$ cat config.mk
export PLATFORM = sky130hd
export DESIGN_NAME = alu_seq_32_flat
export DESIGN_NICKNAME = d
export VERILOG_FILES = /design/src/rtl/alu_seq_32_pkg.sv /design/src/rtl/alu_seq_32_if.sv /design/src/rtl/alu_comb_32.sv /design/src/rtl/alu_seq_32.sv /design/src/flat_wrapper.sv
export SDC_FILE = /design/constraint.sdc
export NUM_CORES = 1
export LEC_CHECK = 0
export BUFFER_PORTS_ARGS = -buffer_cell sky130_fd_sc_hd__buf_4
export CORE_AREA = 8 8 187 189
export CTS_BUF_LIST = sky130_fd_sc_hd__clkbuf_4 sky130_fd_sc_hd__clkbuf_8
export DETAILED_ROUTE_END_ITERATION = 16
export DIE_AREA = 0 0 195 197
export MAX_ROUTING_LAYER = met4
export PLACE_DENSITY_LB_ADDON = 0.08
export SYNTH_ARGS = -nofsm -noshare
export SYNTH_HDL_FRONTEND = slang
export SYNTH_HIERARCHICAL = 1
export SYNTH_SLANG_ARGS = --single-unit
$ cat constraint.sdc
create_clock -name clk -period 4.43 [get_ports clk]
set_input_delay 0.443 -clock clk [delete_from_list [all_inputs] [get_ports clk]]
set_output_delay 0.443 -clock clk [all_outputs]
set_load 0.01 [all_outputs]
$ cat src/rtl/alu_seq_32_pkg.sv
// Shared definitions for the sequential 32-bit ALU.
// Holds the opcode map, the FSM state encoding and a shift-op decode helper.
package alu_seq_32_pkg;

  localparam int WIDTH = 32;

  localparam logic [3:0] OP_AND = 4'b0000;
  localparam logic [3:0] OP_OR  = 4'b0001;
  localparam logic [3:0] OP_ADD = 4'b0010;
  localparam logic [3:0] OP_XOR = 4'b0011;
  localparam logic [3:0] OP_SLL = 4'b0100;
  localparam logic [3:0] OP_SRL = 4'b0101;
  localparam logic [3:0] OP_SUB = 4'b0110;
  localparam logic [3:0] OP_SLT = 4'b0111;
  localparam logic [3:0] OP_NOR = 4'b1100;

  typedef enum logic [1:0] {
    ST_IDLE  = 2'd0,
    ST_SHIFT = 2'd1,
    ST_DONE  = 2'd2
  } state_t;

  function automatic logic is_shift(input logic [3:0] op);
    return (op == OP_SLL) || (op == OP_SRL);
  endfunction

endpackage

$ cat src/rtl/alu_seq_32_if.sv
// Command/result handshake bundle of the sequential ALU.
// master drives commands and accepts results; slave is the ALU itself.
interface alu_seq_32_if;
  logic        in_valid;
  logic        in_ready;
  logic [3:0]  op;
  logic [31:0] a;
  logic [31:0] b;
  logic        out_valid;
  logic        out_ready;
  logic [31:0] result;
  logic        zero;
  logic        overflow;
  logic        busy;

  modport master (
    output in_valid, op, a, b, out_ready,
    input  in_ready, out_valid, result, zero, overflow, busy
  );

  modport slave (
    input  in_valid, op, a, b, out_ready,
    output in_ready, out_valid, result, zero, overflow, busy
  );
endinterface

$ cat src/rtl/alu_comb_32.sv
// Single-cycle ALU operations and signed overflow, purely combinational.
// Shift opcodes and unused codes return zero here; shifts are iterated by the parent.
module alu_comb_32
  import alu_seq_32_pkg::*;
(
  input  logic [3:0]  op,
  input  logic [31:0] a,
  input  logic [31:0] b,
  output logic [31:0] result,
  output logic        overflow
);

  logic [31:0] sum;
  logic [31:0] diff;
  logic        add_ovf;
  logic        sub_ovf;

  assign sum     = a + b;
  assign diff    = a - b;
  assign add_ovf = (a[31] == b[31]) && (sum[31] != a[31]);
  assign sub_ovf = (a[31] != b[31]) && (diff[31] != a[31]);

  always_comb begin
    result   = '0;
    overflow = 1'b0;
    case (op)
      OP_AND: result = a & b;
      OP_OR:  result = a | b;
      OP_XOR: result = a ^ b;
      OP_NOR: result = ~(a | b);
      OP_ADD: begin
        result   = sum;
        overflow = add_ovf;
      end
      OP_SUB: begin
        result   = diff;
        overflow = sub_ovf;
      end
      // Direct signed compare stays correct when a - b would overflow.
      OP_SLT: result = {31'd0, ($signed(a) < $signed(b))};
      default: begin
        result   = '0;
        overflow = 1'b0;
      end
    endcase
  end

endmodule

$ cat src/rtl/alu_seq_32.sv
// Sequential 32-bit ALU: single-cycle ops complete in one cycle, shifts move
// one bit per cycle; results are held in registers until the consumer takes them.
module alu_seq_32
  import alu_seq_32_pkg::*;
(
  input  logic         clk,
  input  logic         rst,
  alu_seq_32_if.slave  bus
);

  state_t      state_reg;
  state_t      state_next;
  logic [31:0] work_reg;
  logic [4:0]  cnt_reg;
  logic        shl_reg;
  logic [31:0] result_reg;
  logic        zero_reg;
  logic        ovf_reg;
  logic        out_valid_reg;

  logic        in_ready;
  logic        accept;
  logic        start_shift;
  logic [31:0] shifted;
  logic [31:0] alu_result;
  logic        alu_ovf;
  logic [31:0] single_result;

  alu_comb_32 u_comb (
    .op       (bus.op),
    .a        (bus.a),
    .b        (bus.b),
    .result   (alu_result),
    .overflow (alu_ovf)
  );

  // A shift by zero behaves as a pass-through of a with single-cycle latency.
  assign start_shift   = is_shift(bus.op) && (bus.b[4:0] != 5'd0);
  assign single_result = is_shift(bus.op) ? bus.a : alu_result;
  assign shifted       = shl_reg ? {work_reg[30:0], 1'b0} : {1'b0, work_reg[31:1]};

  always_ff @(posedge clk) begin
    if (rst) begin
      state_reg <= ST_IDLE;
    end else begin
      state_reg <= state_next;
    end
  end

  always_comb begin
    state_next = state_reg;
    case (state_reg)
      ST_IDLE: begin
        if (accept) begin
          state_next = start_shift ? ST_SHIFT : ST_DONE;
        end
      end
      ST_SHIFT: begin
        if (cnt_reg == 5'd1) begin
          state_next = ST_DONE;
        end
      end
      ST_DONE: begin
        if (bus.out_ready) begin
          state_next = ST_IDLE;
        end
      end
      default: state_next = ST_IDLE;
    endcase
  end

  always_comb begin
    in_ready = (state_reg == ST_IDLE) && !rst;
    accept   = bus.in_valid && in_ready;
  end

  always_ff @(posedge clk) begin
    if (rst) begin
      work_reg      <= '0;
      cnt_reg       <= '0;
      shl_reg       <= 1'b0;
      result_reg    <= '0;
      zero_reg      <= 1'b1;
      ovf_reg       <= 1'b0;
      out_valid_reg <= 1'b0;
    end else begin
      case (state_reg)
        ST_IDLE: begin
          if (accept) begin
            if (start_shift) begin
              work_reg <= bus.a;
              cnt_reg  <= bus.b[4:0];
              shl_reg  <= (bus.op == OP_SLL);
            end else begin
              result_reg    <= single_result;
              zero_reg      <= (single_result == 32'd0);
              ovf_reg       <= alu_ovf;
              out_valid_reg <= 1'b1;
            end
          end
        end
        ST_SHIFT: begin
          work_reg <= shifted;
          cnt_reg  <= cnt_reg - 5'd1;
          // The last shift lands straight in the result register.
          if (cnt_reg == 5'd1) begin
            result_reg    <= shifted;
            zero_reg      <= (shifted == 32'd0);
            ovf_reg       <= 1'b0;
            out_valid_reg <= 1'b1;
          end
        end
        ST_DONE: begin
          if (bus.out_ready) begin
            out_valid_reg <= 1'b0;
          end
        end
        default: out_valid_reg <= 1'b0;
      endcase
    end
  end

  assign bus.in_ready  = in_ready;
  assign bus.busy      = (state_reg != ST_IDLE);
  assign bus.out_valid = out_valid_reg;
  assign bus.result    = result_reg;
  assign bus.zero      = zero_reg;
  assign bus.overflow  = ovf_reg;

endmodule
$ cat src/flat_wrapper.sv
// flat-port wrapper written by rule: the top's interface ports become plain ports
module alu_seq_32_flat import alu_seq_32_pkg::*;
  (clk, rst, bus_in_valid, bus_op, bus_a, bus_b, bus_out_ready, bus_in_ready, bus_out_valid, bus_result, bus_zero, bus_overflow, bus_busy);
  alu_seq_32_if bus_i ();
  input  logic clk;
  input  logic rst;
  input wire logic [$bits(bus_i.in_valid)-1:0] bus_in_valid;
  input wire logic [$bits(bus_i.op)-1:0] bus_op;
  input wire logic [$bits(bus_i.a)-1:0] bus_a;
  input wire logic [$bits(bus_i.b)-1:0] bus_b;
  input wire logic [$bits(bus_i.out_ready)-1:0] bus_out_ready;
  output wire logic [$bits(bus_i.in_ready)-1:0] bus_in_ready;
  output wire logic [$bits(bus_i.out_valid)-1:0] bus_out_valid;
  output wire logic [$bits(bus_i.result)-1:0] bus_result;
  output wire logic [$bits(bus_i.zero)-1:0] bus_zero;
  output wire logic [$bits(bus_i.overflow)-1:0] bus_overflow;
  output wire logic [$bits(bus_i.busy)-1:0] bus_busy;
  assign bus_i.in_valid = bus_in_valid;
  assign bus_i.op = bus_op;
  assign bus_i.a = bus_a;
  assign bus_i.b = bus_b;
  assign bus_i.out_ready = bus_out_ready;
  assign bus_in_ready = bus_i.in_ready;
  assign bus_out_valid = bus_i.out_valid;
  assign bus_result = bus_i.result;
  assign bus_zero = bus_i.zero;
  assign bus_overflow = bus_i.overflow;
  assign bus_busy = bus_i.busy;
  alu_seq_32 u_core (.clk(clk), .rst(rst), .bus(bus_i));
endmodule
==> flow_summary_export.csv, run 1 <==
group,metric,value,unit
timing,report.final.hold_viol_count,0,
cts,clk-insertion-delay-late,360,ps
critical_path,slowest_stage,"a221oi_1",
critical_path,cp-end-kind,"flip-flop",
critical_path,path_class,"input pin to flip-flop",
yosys,synth_area_leaders,"dfxtp_1 16%, ha_1 13%, nand2_1 6.7%",
outcome,status,"complete, no violations",
cts,path_clk_slew,90,ps
placement,gp_congestion,0.959,
timing,fmax,0.239,GHz
cts,cts-root-buf,"clkbuf_8",
yosys,synth_top_area_share,15.9,%
timing,fin_crit_sh,94.6,%
critical_path,required,4710,ps
cts,cts_buffers,9,
layout,fillers,3529,
critical_path,max_stage_delay,520,ps
timing,worst_pin_slew,1090,ps
yosys,synth_edf_count,0,
flow_run,maxCapViolCount,0,
route,vias,10900,
yosys,synthAdderAreaFrac,13.7,%
floorplanning,start_util,29.5,%
route,vias_per_cell,5.82,
route,drt_iter0_markers,1014,
yosys,synth-seq-cells,75,
timing,setup_violations,0,
yosys,synth.avg_cell_area,6.83,µm²
critical_path,cp.arrival,4470,ps
cts,post-cts-setup-buffers,0,
cts,clkSinkCount,75,
timing,clock_skew,14.9,ps
yosys,synth_top_family_by_area,"compound AO/OA/AOI/OAI gates",
timing,rsz0062_at_grt,"false",
critical_path,start_kind,"input pin",
worst_hold_path,hold_path.class,"input pin to flip-flop",
yosys,synth-compound-area-share,36.3,%
timing,min_period,4190,ps
critical_path,crit_chain,"buf_4, inv_1, ha_1, buf_4, and3_1, a221oi_1, o21ai_1, a211oi_2, nand2b_1, a21oi_1, mux2i_1, a211o_1, nor4_1, nand4_1, o22ai_1, nand4_1, a32oi_1",
cts,cts_hold_buffers,0,
route,drc_errors,0,
grt,grt_max_degree,78,
yosys,synth-simple-area-share,24.5,%
timing,slew_headroom,27.4,%
power,vdd_drop_max,120,µV
layout,final_cell_mix,"169 x buf_4, 168 x nand2_1, 119 x a21oi_1",
floorplanning,core_area,0.0320,mm²
layout,area_delta_synth_final,17.3,%
grt,grt_pass1_vias,10400,
yosys,yosysTopAreaCell,"dfxtp_1",
yosys,ys_seq_area_share,15.9,%
floorplanning,io_pins,109,
timing,holdWs,358,ps
yosys,synth_xor_area_share,0.556,%
placement,dp_hpwl,33400,µm
cts,cts_resized,0,
power,p_leak,4.58,nW
yosys,synth_area,0.00945,mm²
yosys,syn_nets,1557,
yosys,postSynth.asyncResetShare,0,%
critical_path,path_max_fanout,6,
layout,multi_input_area,0.00718,mm²
layout,layout-drive-gt1-share,14.6,%
grt,grt_pass1_wl,64700,µm
route,ant_nets,0,
layout,fin_area,0.0111,mm²
route,dr.pass1.iters,6,
floorplanning,rows,66,
power,powerDensity,214,mW/mm²
timing,drv_slew,0,
yosys,ys_types,85,
floorplanning,die_y,197,µm
cts,cts_htree_levels,3,
layout,layout_commonest_cell,"buf_4",
yosys,synthFlopType,"dfxtp_1",
yosys,yosys_warnings,6,
floorplanning,dieArea,0.0384,mm²
grt,antenna_found_initial,1,
layout,regArea,0.00150,mm²
cts,clk_path_buf_depth,2,
route,drt_wl_total,42900,µm
floorplanning,die_w,195,µm
route,wl_per_cell,22.8,µm
grt,grtUsageTotal,22.1,%
placement,io_buffers,108,
grt,grt-ovfl-total,0,
yosys,synthMuxAreaShare,0.543,%
yosys,postSynthCellCount,1383,
placement,place_area,0.0109,mm²
layout,final_nets,1637,
cts,cts_tree,"built",
## cells in the mapped netlist, types with 4 or more instances
library cell  number
inv_2              5
buf_2             11
o31ai_1           10
nor2b_1           13
ha_1             100
a311oi_1          35
nor3_1            27
nand2_1          168
nand3b_1           4
buf_4              5
or4_1             11
dfxtp_1           75
a21oi_1          119
nand2b_1          14
xnor2_1            6
o221ai_1           8
nor2_1           116
o21bai_1          12
and2_1            28
nand4_1           10
a221oi_1          26
o41ai_1            4
a32oi_1            4
or3_1              4
o211ai_1          10
o22ai_1            7
inv_1             98
and3_1             5
a221o_1           14
o21ai_0           83
clkbuf_1          82
o21ai_1            6
nand3_1           51
a211oi_1          44
nor4_1            24
a21o_1            19
o21a_1            10
a211o_1            4
a31oi_1           40
mux2i_1            4
## per-stage QoR
step	setup WS, ps	power, W	instances	TNS [ps]	utilization (%)
after CTS	232	0.00237	1876	0	34.5
final	241	0.00237	1877	0	34.6
after global placement	36.7	0.00181	1860	0	33.9
after floorplan	755	0.00137	1383	0	-
after detailed placement	-147	0.00180	1860	-147	33.9
after global routing	7.26	0.00252	1877	0	34.6
## worst max-delay path, delay by kind of cell
family | cells | cell delay [ps]
buf+inv | 3 | 360
compound gates | 7 | 2110
fa+ha+maj | 1 | 370
simple gates | 5 | 1040
mux | 1 | 130
## path summary, 6_finish.rpt
kind / from / end / slack [ps] / depth (start not counted)
worst max-delay path: bus_a[3] / u_core/bus.zero$_SDFFE_PP1P_ / 240 / 17
worst min-delay path: bus_out_ready / u_core/state_reg[1]$_SDFFE_PP0P_ / 360 / 4
worst max register to register: u_core/state_reg[0]$_SDFFE_PP0P_ / u_core/bus.zero$_SDFFE_PP1P_ / 2010 / 5
worst min register to register: u_core/bus.out_valid$_SDFFE_PP0P_ / u_core/bus.out_valid$_SDFFE_PP0P_ / 470 / 2
## final cells by class
type,instances,area share (%)
multi-input cells,1101,64.8
flip-flops and latches,75,13.5
repair buffers,170,11.6
well taps,408,4.61
inverters,106,3.59
clock buffers,10,1.19
clock inverters,6,0.655
diodes,1,0.0226
## logic make-up after synthesis
group,Yosys count
DFF,75
xor gates and xnor gates,6
adders and majority gates,102
muxes,5
and+or+nand+nor,489
AOI/OAI and AO/OA,499
buffers and inverters,207
## power by group
part           switching (W)  internal (W)
Clock               0.000290      0.000273
Combinational       0.000680      0.000399
Sequential         0.0000247      0.000702
## per-layer routing
layer	up-vias	global-route usage, %	part of all wire [%]
met5	-	-	0
met1	5226	29.5	47
met2	382	34.0	44
met3	68	2.78	4.8
met4	0	8.00	3.5
li1	5242	-	-
No activity file was read; power rests on OpenSTA's default activity.
==> run 2, diff against run 1 <==
--- a/config.mk
+++ b/config.mk
@@ -6,6 +6,8 @@
 export NUM_CORES = 1
 export LEC_CHECK = 0
 export BUFFER_PORTS_ARGS = -buffer_cell sky130_fd_sc_hd__buf_4
+export CELL_PAD_IN_SITES_DETAIL_PLACEMENT = 1
+export CELL_PAD_IN_SITES_GLOBAL_PLACEMENT = 2
 export CORE_AREA = 8 8 187 189
 export CTS_BUF_LIST = sky130_fd_sc_hd__clkbuf_4 sky130_fd_sc_hd__clkbuf_8
 export DETAILED_ROUTE_END_ITERATION = 16
==> flow_summary_export.csv, run 2 (synthesis results as in run 1) <==
group,metric,value,unit
outcome,status,"complete, no violations",
timing,setup_slack,262,ps
timing,fmax,0.240,GHz
cts,post-cts-setup-buffers,0,
timing,clock_skew,12.7,ps
route,vias_per_cell,5.78,
timing,report.final.hold_viol_count,0,
layout,fillers,4090,
grt,grt_pass1_vias,11300,
power,powerDensity,215,mW/mm²
route,vias,11000,
critical_path,cp.arrival,4460,ps
timing,drv_slew,0,
floorplanning,rows,66,
layout,final_cell_mix,"191 x buf_4, 168 x nand2_1, 119 x a21oi_1",
cts,clkSinkCount,75,
worst_hold_path,hold_path.class,"input pin to flip-flop",
cts,cts-root-buf,"clkbuf_8",
layout,final_nets,1658,
placement,dp_hpwl,36300,µm
route,ant_nets,0,
timing,slew_headroom,38.1,%
route,drt_iter0_markers,759,
layout,area_delta_synth_final,18.6,%
cts,cts_buffers,9,
power,vdd_drop_max,120,µV
floorplanning,io_pins,109,
layout,multi_input_area,0.00716,mm²
cts,clk-insertion-delay-late,380,ps
route,drt_wl_total,45700,µm
grt,grt_pass1_wl,69900,µm
flow_run,maxCapViolCount,0,
grt,grtUsageTotal,23.8,%
timing,holdWs,349,ps
timing,fin_tns_setup,0,ps
critical_path,path_class,"input pin to flip-flop",
timing,setup_violations,0,
placement,gp_congestion,0.940,
route,drc_errors,0,
layout,layout_commonest_cell,"buf_4",
cts,cts_tree,"built",
critical_path,cp-end-kind,"flip-flop",
floorplanning,dieArea,0.0384,mm²
placement,dp_slack,-25.4,ps
placement,io_buffers,108,
cts,path_clk_slew,80,ps
grt,antenna_found_initial,1,
critical_path,start_kind,"input pin",
floorplanning,start_util,29.5,%
cts,cts_resized,0,
critical_path,required,4720,ps
floorplanning,die_y,197,µm
route,dr.pass1.iters,5,
cts,cts_htree_levels,3,
critical_path,path_max_fanout,5,
grt,grt_max_degree,79,
timing,worst_pin_slew,923,ps
cts,cts_hold_buffers,0,
floorplanning,core_area,0.0320,mm²
layout,layout-drive-gt1-share,15.8,%
layout,utilization,35.0,%
timing,min_period,4170,ps
route,wl_per_cell,24.1,µm
grt,grt-ovfl-total,0,
cts,clk_path_buf_depth,2,
power,p_leak,4.68,nW
timing,fin_crit_sh,94.1,%
timing,rsz0062_at_grt,"false",
layout,regArea,0.00150,mm²
floorplanning,die_w,195,µm
==> run 2: worst max-delay path, cell delays in order <==
cell and delay [ps]:
buf_4 130, inv_1 90, ha_1 330, a21o_1 170, nand4_1 170, a2111oi_2 480, a21o_1 220, a21oi_1 120
a2111oi_0 700, o21ai_1 180, a221o_1 320, o31a_1 160, nor4_1 330, nand4_1 130, o22ai_1 180, nand4_1 130
a32oi_1 200
==> run 2: cell type report <==
cell class	instances	share of cell area, %
Sequential cell	75	13.4
Clock inverter	6	0.581
Timing Repair Buffer	191	12.8
Inverter	106	3.55
Tap cell	408	4.56
Antenna cell	1	0.0223
Multi-Input combinational cell	1101	63.9
Clock buffer	10	1.23
==> run 2: final timing paths <==
check,from,endpoint,slack (ps),cells past startpoint
max reg2reg,u_core/state_reg[1]$_SDFFE_PP0P_,u_core/bus.out_valid$_SDFFE_PP0P_,2040,4
max,bus_b[1],u_core/bus.zero$_SDFFE_PP1P_,260,17
min reg2reg,u_core/bus.out_valid$_SDFFE_PP0P_,u_core/bus.out_valid$_SDFFE_PP0P_,470,2
min,bus_out_ready,u_core/state_reg[1]$_SDFFE_PP0P_,350,4
==> run 2: routing by layer <==
layer  global-route usage (%)  wire length, µm  vias to the layer above
li1                         -                -                     5273
met5                        -                0                        -
met3                     2.54             1690                       57
met4                     7.61             1320                        0
met1                     30.3            21200                     5410
met2                     39.2            21500                      233
==> run 2: metrics by stage <==
stage          area [µm²]  total power [W]  std cells
6_report            11200          0.00241       1898
4_1_cts             11200          0.00243       1897
2_1_floorplan        9450          0.00137       1383
5_1_grt             11200          0.00256       1898
3_5_place_dp        11000          0.00185       1881
3_3_place_gp        11000          0.00185       1881
==> run 2: power by group <==
part	leakage (nW)	switching (W)	internal (W)	total [W]
Sequential	0.608	0.0000254	0.000702	0.000728
Clock	0.102	0.000291	0.000276	0.000566
Combinational	3.96	0.000699	0.000421	0.00112
==> run 3, diff against run 2 <==
--- a/config.mk
+++ b/config.mk
@@ -13,7 +13,8 @@
 export DETAILED_ROUTE_END_ITERATION = 16
 export DIE_AREA = 0 0 195 197
 export MAX_ROUTING_LAYER = met4
-export PLACE_DENSITY_LB_ADDON = 0.08
+export PLACE_DENSITY = 0.75
+export REMOVE_ABC_BUFFERS = 1
 export SYNTH_ARGS = -nofsm -noshare
 export SYNTH_HDL_FRONTEND = slang
 export SYNTH_HIERARCHICAL = 1
==> flow_summary_export.csv, run 3 (synthesis results as in run 1) <==
group,metric,value,unit
outcome,status,"complete, no violations",
route,ant_nets,0,
placement,dp_slack,-392,ps
grt,grt-ovfl-total,0,
grt,grt_pass1_vias,11200,
placement,place_area,0.0109,mm²
power,p_leak,4.62,nW
layout,final_nets,1642,
timing,setup_violations,0,
cts,cts_hold_buffers,0,
grt,grtUsageTotal,22.6,%
timing,min_period,4370,ps
critical_path,r2r_setup_slack,1760,ps
floorplanning,start_util,29.5,%
cts,clk_path_buf_depth,2,
cts,cts_buffers,9,
route,drt_wl_total,43400,µm
placement,io_buffers,108,
cts,cts_htree_levels,3,
grt,antenna_found_initial,0,
timing,setup_slack,56.3,ps
critical_path,worst-r2r-cell-count,7,
power,powerDensity,218,mW/mm²
critical_path,max_stage_delay,500,ps
critical_path,timing.rr.start,"u_core/state_reg[1]$_SDFFE_PP0P_",
floorplanning,io_pins,109,
timing,slew_headroom,26.5,%
critical_path,start_kind,"input pin",
floorplanning,die_w,195,µm
timing,rsz0062_at_grt,"false",
critical_path,cp.arrival,4660,ps
route,wl_per_cell,23.1,µm
floorplanning,die_y,197,µm
cts,clk-insertion-delay-late,360,ps
power,vdd_drop_max,108,µV
timing,fin_crit_sh,98.7,%
layout,final_cell_mix,"174 x buf_4, 168 x nand2_1, 119 x a21oi_1",
timing,worst_pin_slew,1090,ps
critical_path,crit_chain,"buf_4, inv_1, ha_1, a21o_1, a31o_1, or4_1, a211o_1, a311oi_2, buf_4, a31o_2, nor3_1, a211oi_1, nand3_1, nor4_2, nand4_1, o22ai_1, nand4_1, a32oi_1",
worst_hold_path,hold_path.class,"input pin to flip-flop",
flow_run,maxCapViolCount,0,
placement,gp_congestion,0.945,
critical_path,crit_path_start,"bus_a[18]",
floorplanning,dieArea,0.0384,mm²
timing,fmax,0.229,GHz
critical_path,cp-endpoint,"u_core/bus.zero$_SDFFE_PP1P_",
layout,fillers,4053,
grt,grt_pass1_wl,67500,µm
critical_path,path_max_fanout,7,
critical_path,path_class,"input pin to flip-flop",
cts,path_clk_slew,90,ps
timing,holdWs,363,ps
layout,fin_area,0.0111,mm²
critical_path,slowest_stage,"or4_1",
grt,grt_max_degree,79,
layout,layout_commonest_cell,"buf_4",
cts,clkSinkCount,75,
critical_path,r2r_end,"u_core/bus.zero$_SDFFE_PP1P_",
timing,fin_tns_setup,0,ps
route,vias_per_cell,5.90,
cts,cts-root-buf,"clkbuf_8",
route,drt_iter0_markers,860,
timing,drv_slew,0,
timing,report.final.hold_viol_count,0,
critical_path,required,4720,ps
timing,clock_skew,6.54,ps
critical_path,cp-end-kind,"flip-flop",
layout,layout-drive-gt1-share,15.0,%
layout,utilization,34.7,%
route,drc_errors,0,
layout,area_delta_synth_final,17.8,%
layout,diodes,0,
cts,cts_tree,"built",
floorplanning,rows,66,
route,dr.pass1.iters,5,
placement,dp_hpwl,34300,µm
floorplanning,core_area,0.0320,mm²
route,vias,11100,
[run 3: layer usage]
layer / GRT usage, % / part of all wire [%] / up-vias
met5: - / 0 / -
met4: 6.60 / 2.7 / 0
met3: 1.91 / 4.3 / 59
met1: 30.8 / 48 / 5481
met2: 35.3 / 45 / 317
li1: - / - / 5249
[run 3: final cells by class]
type	instances	area (µm²)	area share [%]
Multi-Input combinational cell	1101	7170	64.4
Sequential cell	75	1500	13.5
Timing Repair Buffer	175	1330	11.9
Tap cell	408	510	4.59
Inverter	106	398	3.58
Clock buffer	10	131	1.18
Clock inverter	6	90.1	0.810
[run 3: worst min path at each step]
| stage | startpoint | end | slack, ps | depth (start not counted) |
|---|---|---|---|---|
| after global placement | u_core/bus.out_valid$_SDFFE_PP0P_ | u_core/bus.out_valid$_SDFFE_PP0P_ | 450 | 2 |
| after CTS | bus_out_ready | u_core/state_reg[1]$_SDFFE_PP0P_ | 340 | 4 |
| after global routing | bus_out_ready | u_core/bus.out_valid$_SDFFE_PP0P_ | 400 | 4 |
| final | bus_out_ready | u_core/state_reg[1]$_SDFFE_PP0P_ | 360 | 4 |
| after detailed placement | u_core/bus.out_valid$_SDFFE_PP0P_ | u_core/bus.out_valid$_SDFFE_PP0P_ | 460 | 2 |
| after floorplan | u_core/work_reg[31]$_SDFFE_PP0P_ | u_core/work_reg[31]$_SDFFE_PP0P_ | 460 | 2 |
[run 3: repair_timing]
action | in CTS | in global routing
endpoints found under the setup margin | 1 | 1
buffers inserted | 0 | 0
resized for setup | 1 | 1
[run 3: critical path: cells and delay by family]
family	cells	cell delay, ps
adders and majority gates	1	310
AOI/OAI and AO/OA	8	1970
buffers and inverters	3	410
and+or+nand+nor	6	1520
[run 3: report_power, final]
group	switching, W	internal, W	leakage (nW)
Sequential	0.0000245	0.000702	0.608
Clock	0.000279	0.000325	0.110
Combinational	0.000691	0.000406	3.90
[run 3: stage by stage]
step	power [W]	std cells
after detailed placement	0.00182	1865
after global routing	0.00257	1881
after floorplan	0.00134	1282
after global placement	0.00180	1865
final	0.00243	1881
after CTS	0.00243	1881
